$ cat src/rtl/ef_smsdac_ctrl.sv
// ef_smsdac_ctrl: sample scheduler and start/stop sequencer for the segmented
// mismatch-shaping DAC core. Buffers 8-bit samples in a small FIFO, holds each
// one on d_in for osr+1 clocks, and starts/stops the encoder at mid-scale.
// Optional feature macro: EF_SMSDAC_CTRL_UFCNT_EN adds an 8-bit saturating
// underflow counter output (uf_cnt).
module ef_smsdac_ctrl #(
    parameter int unsigned OSR_W      = 8,
    parameter int unsigned FIFO_DEPTH = 4,
    parameter int unsigned SETTLE_CYC = 16,
    parameter logic [7:0]  MID        = 8'h80
) (
    input  logic             clk,
    input  logic             rst,
    input  logic             start,
    input  logic             dith_cfg,
    input  logic [OSR_W-1:0] osr,
    input  logic             mute,
    input  logic             s_valid,
    output logic             s_ready,
    input  logic [7:0]       s_data,
    output logic [7:0]       d_in,
    output logic             en_enc,
    output logic             en_dith,
    output logic             busy,
    output logic             uf,
    input  logic             clr_uf
`ifdef EF_SMSDAC_CTRL_UFCNT_EN
    ,
    output logic [7:0]       uf_cnt
`endif
);

    localparam int unsigned PTR_W = (FIFO_DEPTH > 1) ? $clog2(FIFO_DEPTH) : 1;
    localparam int unsigned OCC_W = PTR_W + 1;
    localparam int unsigned SET_W = (SETTLE_CYC > 1) ? $clog2(SETTLE_CYC) : 1;
    localparam int unsigned CNT_W = (OSR_W > SET_W) ? OSR_W : SET_W;
    localparam logic [CNT_W-1:0] SETTLE_LOAD = CNT_W'(SETTLE_CYC - 1);
    localparam logic [OCC_W-1:0] OCC_FULL    = OCC_W'(FIFO_DEPTH);

    typedef enum logic [2:0] {
        IDLE   = 3'd0,
        SETTLE = 3'd1,
        ARM    = 3'd2,
        RUN    = 3'd3,
        DRAIN  = 3'd4
    } state_t;

    state_t             state;
    logic [CNT_W-1:0]   cnt;
    logic [7:0]         mem [FIFO_DEPTH];
    logic [PTR_W-1:0]   wr_ptr;
    logic [PTR_W-1:0]   rd_ptr;
    logic [OCC_W-1:0]   occ;

    logic               empty_c;
    logic               boundary_c;
    logic               pop_c;
    logic               push_c;
    logic               uf_evt_c;
    logic               flush_c;
    logic               active_nxt_c;
    logic [OCC_W-1:0]   occ_nxt_c;

    // Hold-boundary, FIFO handshake and flush decisions for this cycle.
    always_comb begin
        empty_c      = (occ == '0);
        boundary_c   = (state == RUN) && (cnt == '0);
        pop_c        = boundary_c && start && !empty_c;
        uf_evt_c     = boundary_c && start && empty_c;
        push_c       = s_valid && s_ready;
        flush_c      = (state == IDLE)
                     || (((state == SETTLE) || (state == ARM)) && !start)
                     || ((state == DRAIN) && (cnt == '0));
        active_nxt_c = (((state == IDLE) || (state == SETTLE) || (state == ARM)) && start)
                     || ((state == RUN) && !(boundary_c && !start));
        occ_nxt_c    = flush_c ? '0 : (occ + OCC_W'(push_c) - OCC_W'(pop_c));
    end

    // Sample storage; contents are meaningless once pointers are flushed.
    always_ff @(posedge clk) begin
        if (push_c) begin
            mem[wr_ptr] <= s_data;
        end
    end

    // FIFO pointers and occupancy; pointers wrap modulo the depth.
    always_ff @(posedge clk or posedge rst) begin
        if (rst) begin
            wr_ptr <= '0;
            rd_ptr <= '0;
            occ    <= '0;
        end else begin
            occ <= occ_nxt_c;
            if (flush_c) begin
                wr_ptr <= '0;
                rd_ptr <= '0;
            end else begin
                if (push_c) wr_ptr <= wr_ptr + PTR_W'(1);
                if (pop_c)  rd_ptr <= rd_ptr + PTR_W'(1);
            end
        end
    end

    // Sequencer: state, shared settle/hold counter and registered outputs.
    always_ff @(posedge clk or posedge rst) begin
        if (rst) begin
            state   <= IDLE;
            cnt     <= '0;
            d_in    <= MID;
            en_enc  <= 1'b0;
            en_dith <= 1'b0;
            s_ready <= 1'b0;
            busy    <= 1'b0;
        end else begin
            s_ready <= active_nxt_c && (occ_nxt_c != OCC_FULL);
            case (state)
                IDLE: begin
                    d_in    <= MID;
                    en_enc  <= 1'b0;
                    en_dith <= 1'b0;
                    busy    <= start;
                    if (start) begin
                        state <= SETTLE;
                        cnt   <= SETTLE_LOAD;
                    end
                end
                SETTLE: begin
                    d_in <= MID;
                    if (!start) begin
                        state <= IDLE;
                        busy  <= 1'b0;
                    end else if (cnt == '0) begin
                        state   <= ARM;
                        en_enc  <= 1'b1;
                        en_dith <= dith_cfg;
                    end else begin
                        cnt <= cnt - CNT_W'(1);
                    end
                end
                ARM: begin
                    d_in <= MID;
                    if (!start) begin
                        state   <= IDLE;
                        en_enc  <= 1'b0;
                        en_dith <= 1'b0;
                        busy    <= 1'b0;
                    end else begin
                        state <= RUN;
                        cnt   <= '0;
                    end
                end
                RUN: begin
                    if (cnt == '0) begin
                        if (!start) begin
                            state <= DRAIN;
                            cnt   <= SETTLE_LOAD;
                            d_in  <= MID;
                        end else begin
                            cnt <= CNT_W'(osr);
                            if (pop_c) d_in <= mute ? MID : mem[rd_ptr];
                        end
                    end else begin
                        cnt <= cnt - CNT_W'(1);
                    end
                end
                DRAIN: begin
                    d_in <= MID;
                    if (cnt == '0) begin
                        state   <= IDLE;
                        en_enc  <= 1'b0;
                        en_dith <= 1'b0;
                        busy    <= 1'b0;
                    end else begin
                        cnt <= cnt - CNT_W'(1);
                    end
                end
                default: begin
                    state   <= IDLE;
                    d_in    <= MID;
                    en_enc  <= 1'b0;
                    en_dith <= 1'b0;
                    busy    <= 1'b0;
                end
            endcase
        end
    end

    // Sticky underflow flag; a new underflow beats a simultaneous clear.
    always_ff @(posedge clk or posedge rst) begin
        if (rst) begin
            uf <= 1'b0;
        end else if (uf_evt_c) begin
            uf <= 1'b1;
        end else if (clr_uf) begin
            uf <= 1'b0;
        end
    end

`ifdef EF_SMSDAC_CTRL_UFCNT_EN
    // Saturating underflow counter; an increment beats a simultaneous clear.
    always_ff @(posedge clk or posedge rst) begin
        if (rst) begin
            uf_cnt <= 8'h00;
        end else if (uf_evt_c) begin
            if (uf_cnt != 8'hFF) uf_cnt <= uf_cnt + 8'd1;
        end else if (clr_uf) begin
            uf_cnt <= 8'h00;
        end
    end
`endif

endmodule
$ cat config.mk
export PLATFORM = sky130hd
export DESIGN_NAME = ef_smsdac_ctrl
export DESIGN_NICKNAME = d
export VERILOG_FILES = /design/src/rtl/ef_smsdac_ctrl.sv
export SDC_FILE = /design/constraint.sdc
export NUM_CORES = 1
export LEC_CHECK = 0
export CAP_MARGIN = 40
export CORE_UTILIZATION = 35
export CTS_CLUSTER_DIAMETER = 120
export DETAILED_ROUTE_END_ITERATION = 8
export GPL_ROUTABILITY_DRIVEN = 0
export SLEW_MARGIN = 20
export SYNTH_ARGS = -nofsm -noshare
export SYNTH_HDL_FRONTEND = slang
export SYNTH_SLANG_ARGS = --single-unit
export TNS_END_PERCENT = 50
$ cat constraint.sdc
create_clock -name clk -period 3.8 [get_ports clk]
set_clock_uncertainty 0.1 [all_clocks]
set_input_delay 0.76 -clock clk [delete_from_list [all_inputs] [get_ports clk]]
set_output_delay 0.76 -clock clk [all_outputs]
set_load 0.1 [all_outputs]
### Yosys cells after proc, flatten, opt, wreduce, memory -nomap -nowiden

Memory sizes are Yosys's and may differ from the RTL's.
Index checks and enable logic that the tools add are counted.

| storage, ports and cells | value |
|---|---|
| output and inout port bits | 13 |
| register bits after elaboration | 31 |
| memories | 1 |
| word-level logic and storage cells | 105 |
| bits in writable memories | 32 |

Memories:

| memory | words | width | rd ports | clocked after memory_dff | wr ports | line | RTL |
|---|---|---|---|---|---|---|---|
| mem | 4 | 8 | 1 | 0 | 1 | 50 | `logic [7:0] mem [FIFO_DEPTH];` |

| operators by class | value |
|---|---|
| bitwise operators | 1 |
| mux-type cells | 38 |
| equal/unequal tests | 16 |
| $add $sub $neg | 5 |
| reductions and logical operators | 33 |

Operators with widths:

| cell | count |
|---|---|
| 2-to-1 mux 8 bit | 11 |
| case mux 8 bit (5 select lines) | 1 |
| 2-to-1 mux 3 bit | 7 |
| case mux 3 bit (5 select lines) | 1 |
| inequality test 2 bit (second input constant) | 7 |
| case mux 1 bit (4 select lines) | 3 |
| logical AND 1 bit | 11 |
| 2-to-1 mux 1 bit | 10 |
| 2-to-1 mux 2 bit | 5 |
| AND reduction 5 bit | 2 |
| logical NOT 8 bit | 1 |
| subtractor 8 x 1 -> 8 bit (second input constant) | 1 |
| equality test 3 x 2 -> 1 bit (second input constant) | 2 |
| logical NOT 3 bit | 2 |
| logical OR 1 bit | 6 |
| inequality test 3 bit (second input constant) | 2 |
| nonzero test 2 bit | 3 |
| nonzero test 5 bit | 1 |
| adder 2 x 1 -> 2 bit (second input constant) | 2 |
| inequality test 2 x 1 -> 1 bit (second input constant) | 2 |
| AND reduction 4 bit | 1 |
| adder 3 x 1 -> 3 bit | 1 |
| equality test 3 x 1 -> 1 bit (second input constant) | 1 |
| equality test 3 bit (second input constant) | 1 |
| 7 further kinds | 9 |

### Depth between registers and ports, before layout

| depth | value |
|---|---|
| depth in word-level cells | 8 |
| gate-level depth with buffers | 12 |
| depth with buffers taken out | 12 |

### Least setup slack after synthesis

OpenSTA, ideal clock, no wires.

| path | value |
|---|---|
| kind | input to register |
| start | input start |
| end | register s_ready |
| slack | 0.881 ns |
| library setup time | 0.077 ns |
| required time | 3.623 ns |
| arrival time | 2.741 ns |
| cell stages on the path | 11 |
| cells stage by stage | clkbuf_1 -> nand4b_1 -> nor4_4 -> ha_1 -> inv_1 -> ha_1 -> fa_1 -> xnor2_1 -> xnor2_1 -> nor2_1 -> a21oi_1 |

| on the way | value |
|---|---|
| longest elaborated chain between the ends | 7 |

RTL lines:

| what | line | RTL |
|---|---|---|
| start, declared | 14 | `input logic start,` |
| branches (longest 4 deep; another with subtractor 3 x 1 -> 3 bit) | n/a |  |
| 2-to-1 mux 3 bit (*) | 76 | `occ_nxt_c = flush_c ? '0 : (occ + OCC_W'(push_c) - OCC_W'(pop_c));` |
| net occ_nxt_c[2] | 62 | `logic [OCC_W-1:0] occ_nxt_c;` |
| inequality test 3 bit (*) | 115 | `s_ready <= active_nxt_c && (occ_nxt_c != OCC_FULL);` |
| logical AND 1 bit (*) | 115 |  |
| end signal, assigned | 115 |  |
| end, declared | 19 | `output logic s_ready,` |

Mark *: on every way through the listed nets, which the timed path passes.
A chain may end at the register's enable or synchronous reset.

### Worst setup path after layout

| path | value |
|---|---|
| start | register cnt[0] |
| end | register s_ready |

| on the way | value |
|---|---|
| longest elaborated chain between the ends | 8 |

RTL lines:

| what | line | RTL |
|---|---|---|
| start, declared | 49 | `logic [CNT_W-1:0] cnt;` |
| start signal, assigned | 137 | `cnt <= cnt - CNT_W'(1);` |
| start signal, assigned | 159 | `cnt <= CNT_W'(osr);` |
| start signal, assigned | 163 | `cnt <= cnt - CNT_W'(1);` |
| logical NOT 8 bit (*) | 67, 73 |  |
| logical AND 1 bit | 67 | `boundary_c = (state == RUN) && (cnt == '0);` |
| logical AND 1 bit (2 in series) | 68 | `pop_c = boundary_c && start && !empty_c;` |
| subtractor 3 x 1 -> 3 bit | 76 |  |
| 2-to-1 mux 3 bit (*) | 76 |  |
| net occ_nxt_c[2] | 62 |  |
| inequality test 3 bit (*) | 115 |  |
| logical AND 1 bit (*) | 115 |  |

The timed path passes the listed nets; every way through them passes the cells marked *.

==> results.json <==
{
  "start_util": 0.368,
  "nNetsFinal": 354,
  "reg2reg_depth": 12,
  "antenna_cells": 0,
  "drt_first_pass_iters": 7,
  "hpwl_um": 4970,
  "fin_util": 0.462,
  "synthFlopType": "edfxtp_1",
  "die-area_um2": 9700,
  "crit_path_max_incr_delay_ns": 0.58,
  "hold_viol": 0,
  "worstPathCellList": "inv_1 -> ha_1 -> or4b_4 -> nor4_4 -> ha_1 -> inv_1 -> ha_1 -> fa_1 -> xnor2_1 -> xnor2_1 -> nor2_1 -> a21oi_1",
  "row_count": 34,
  "port_buffers": 35,
  "ys_seq_area_frac": 0.534,
  "setup_viol": 0,
  "worstReg2RegEnd": "s_ready",
  "drc_errors": 0,
  "grt_start_max_net_pins": 32,
  "worst-endpoint-arrival_ns": 3.38,
  "crit_fanout": 11,
  "grt_pass1_wl_um": 12000,
  "cts_root_buf": "clkbuf_8",
  "avgRoutedWirePerCell_um": 16.3,
  "syn_inst": 272,
  "cts_resized": 0,
  "syn_avg_cell_area_um2": 12.0,
  "cts.sinks": 63,
  "postRouteAntennaNets": 0,
  "path_clk_slew_ns": 0.07,
  "ir_drop_mv": 0.228,
  "start_kind": "flip-flop",
  "grt_overflow": 0,
  "die_w_um": 98.5,
  "grt_setup_unrepaired": "false",
  "min_path_cells": 2,
  "worst_pin_slew_ns": 0.640,
  "synth_seq_cells": 63,
  "required_ns": 3.96,
  "layout_setup_ws_ns": 0.581,
  "grt_pass1_vias": 2343,
  "drt-vias-per-instance": 5.34,
  "report.final.slew_viol_count": 0,
  "cts_tree": "done",
  "drtIter0Drc": 122,
  "endpoint_kind": "flip-flop",
  "max_cap_viol_count": 0,
  "rrSetupSlack_ns": 0.58,
  "clock_path_buffers": 2,
  "die_h_um": 98.5,
  "synth_top_area_cell": "edfxtp_1",
  "ios": 36,
  "grtUsageTotal": 0.161,
  "synth_edf_count": 32,
  "cts_made_buffers": 9,
  "clock_latency_ns": 0.33,
  "crit_top_cell": "ha_1",
  "synth.distinct_cells": 66,
  "yosysTopAreaCellShare": 0.295,
  "fillers": 794,
  "r2r-start": "cnt[0]",
  "slew_headroom": 0.572,
  "min_period_ns": 3.22,
  "vias": 2324,
  "power.density_nw_per_um2": 493,
  "syn_nets": 304,
  "fp.coreArea_um2": 8850,
  "path_class": "flip-flop to flip-flop",
  "cpMaxStageDelayCell": "or4b_4",
  "syn_area_um2": 3260,
  "cts_hold_buf": 0,
  "htreeDepth": 3,
  "yosysWarnings": 0,
  "hp-start": "d_in[7]",
  "wirelength_um": 7070,
  "min_to": "d_in[7]",
  "synth_area_leaders": "edfxtp_1 (30%), dfrtp_1 (23%), mux4_2 (5.5%), ha_1 (3.1%), o21ai_0 (2.8%)",
  "hp-class": "flip-flop to flip-flop",
  "synthToLayoutAreaGrowth_pct": 25.5,
  "dp_slack_ns": 0.485,
  "antenna_found_initial": 0,
  "fin_tns_setup_ns": 0,
  "postCtsSetupBuffers": 0,
  "ys_async_sr_fraction": 0.492,
  "p_leak_nw": 1.51,
  "finalCritPeriodShare": 0.847,
  "drive_gt1_frac": 0.165,
  "fmax_mhz": 311,
  "status": "complete, no violations"
}
## layout by cell type, fill, tap and decap left out, types with 3 or more instances in the layout
cell type / count
and3_1: 4
buf_4: 6
a31oi_1: 4
o21ai_0: 18
inv_1: 14
maj3_1: 3
nor3_1: 7
clkbuf_1: 3
buf_8: 13
nand2_1: 16
edfxtp_1: 32
nand3_1: 4
dfrtp_1: 30
a211oi_1: 4
clkbuf_8: 9
xnor2_1: 5
ha_1: 8
nor4_1: 3
nand2b_1: 9
nor2b_1: 3
mux4_2: 8
or4_1: 3
clkdlybuf4s50_1: 35
a21oi_1: 14
nor2_1: 14
## layout make-up
type / instances / area, um2 / area share
Tap cell: 108 / 135 / 0.0330
Sequential cell: 63 / 1740 / 0.425
Clock buffer: 12 / 135 / 0.0330
Multi-Input combinational cell: 180 / 1390 / 0.340
Clock inverter: 4 / 48.8 / 0.0119
Timing Repair Buffer: 54 / 591 / 0.144
Inverter: 14 / 52.6 / 0.0129
## cell usage after synthesis (2+ instances only)
master      n
a2111oi_0   2
a211oi_1    4
a21oi_1    14
a221o_1     2
a2bb2oi_1   2
a31oi_1     4
and2_1      2
and3_1      4
buf_2       5
buf_6       2
clkbuf_1    8
dfrtp_1    30
edfxtp_1   32
ha_1        8
inv_1      14
maj3_1      3
mux4_2      8
nand2_1    16
nand2b_1    9
nand3_1     4
nand3b_1    2
nor2_1     14
nor2b_1     3
nor3_1      7
nor4_1      3
nor4b_2     2
o21ai_0    18
o221ai_1    2
o22ai_1     2
o31ai_1     2
o32ai_1     2
or2_2       2
or4_1       3
xnor2_1     5
## worst max-delay path: cells and delay by family (launching register included)
kind / cells / cell delay [ns]
xor gates and xnor gates: 2 / 0.33
AOI/OAI and AO/OA: 1 / 0.14
adders and majority gates: 4 / 0.94
DFF: 1 / 0.42
buffers and inverters: 2 / 0.16
and+or+nand+nor: 3 / 1.05
## per-layer routing
layer	wire length, um	part of all wire	up-vias	global-route usage
met5	0	0	-	0
li1	-	-	1140	-
met4	65	0.0092	0	0.0620
met1	3330	0.47	1119	0.222
met2	3380	0.48	61	0.246
met3	306	0.043	4	0.0390
## sequential cells by signal, indices dropped and copies added (netlist names)
signal	count
mem	32
cnt	8
d_in	8
occ	3
state	3
rd_ptr	2
wr_ptr	2
busy	1
en_dith	1
en_enc	1
s_ready	1
uf	1
## logic make-up (layout without fill, tap and decap cells)
kind of cell | Yosys count | after routing | share of synthesized area
muxes | 9 | 9 | 0.0584
AOI/OAI and AO/OA | 70 | 70 | 0.153
buffers and inverters | 29 | 84 | 0.0400
adders and majority gates | 12 | 12 | 0.0461
and+or+nand+nor | 84 | 84 | 0.156
xor gates and xnor gates | 5 | 5 | 0.0134
DFF | 63 | 63 | 0.534
## where the power goes
group          internal (W)  switching [W]  total [W]  leakage, nW
logic              0.000235       0.000365   0.000601        0.729
registers          0.000790      0.0000779   0.000868        0.700
clock network      0.000301       0.000245   0.000546       0.0842
total               0.00133       0.000688    0.00201         1.51
## stage by stage
step | hold WS, ns | cell area [um2] | power (W) | instances
after global routing | 0.397 | 4090 | 0.00212 | 435
after detailed placement | 0.356 | 3910 | 0.00148 | 419
after floorplan | 0.443 | 3260 | 0.00128 | 272
final | 0.366 | 4090 | 0.00201 | 435
after CTS | 0.367 | 4090 | 0.00203 | 435
after global placement | 0.353 | 3710 | 0.00143 | 406
## worst max path at each step
stage                start  cells past startpoint  slack (ns)  endpoint
finish              cnt[0]                     12        0.58   s_ready
global route        cnt[0]                     12        0.41   s_ready
CTS                 cnt[0]                     12        0.58   s_ready
detailed placement   start                     11        0.49   s_ready
global placement     start                     11        0.53   s_ready
floorplan            start                     11        0.88   s_ready
(Power assumes the default switching activity.)
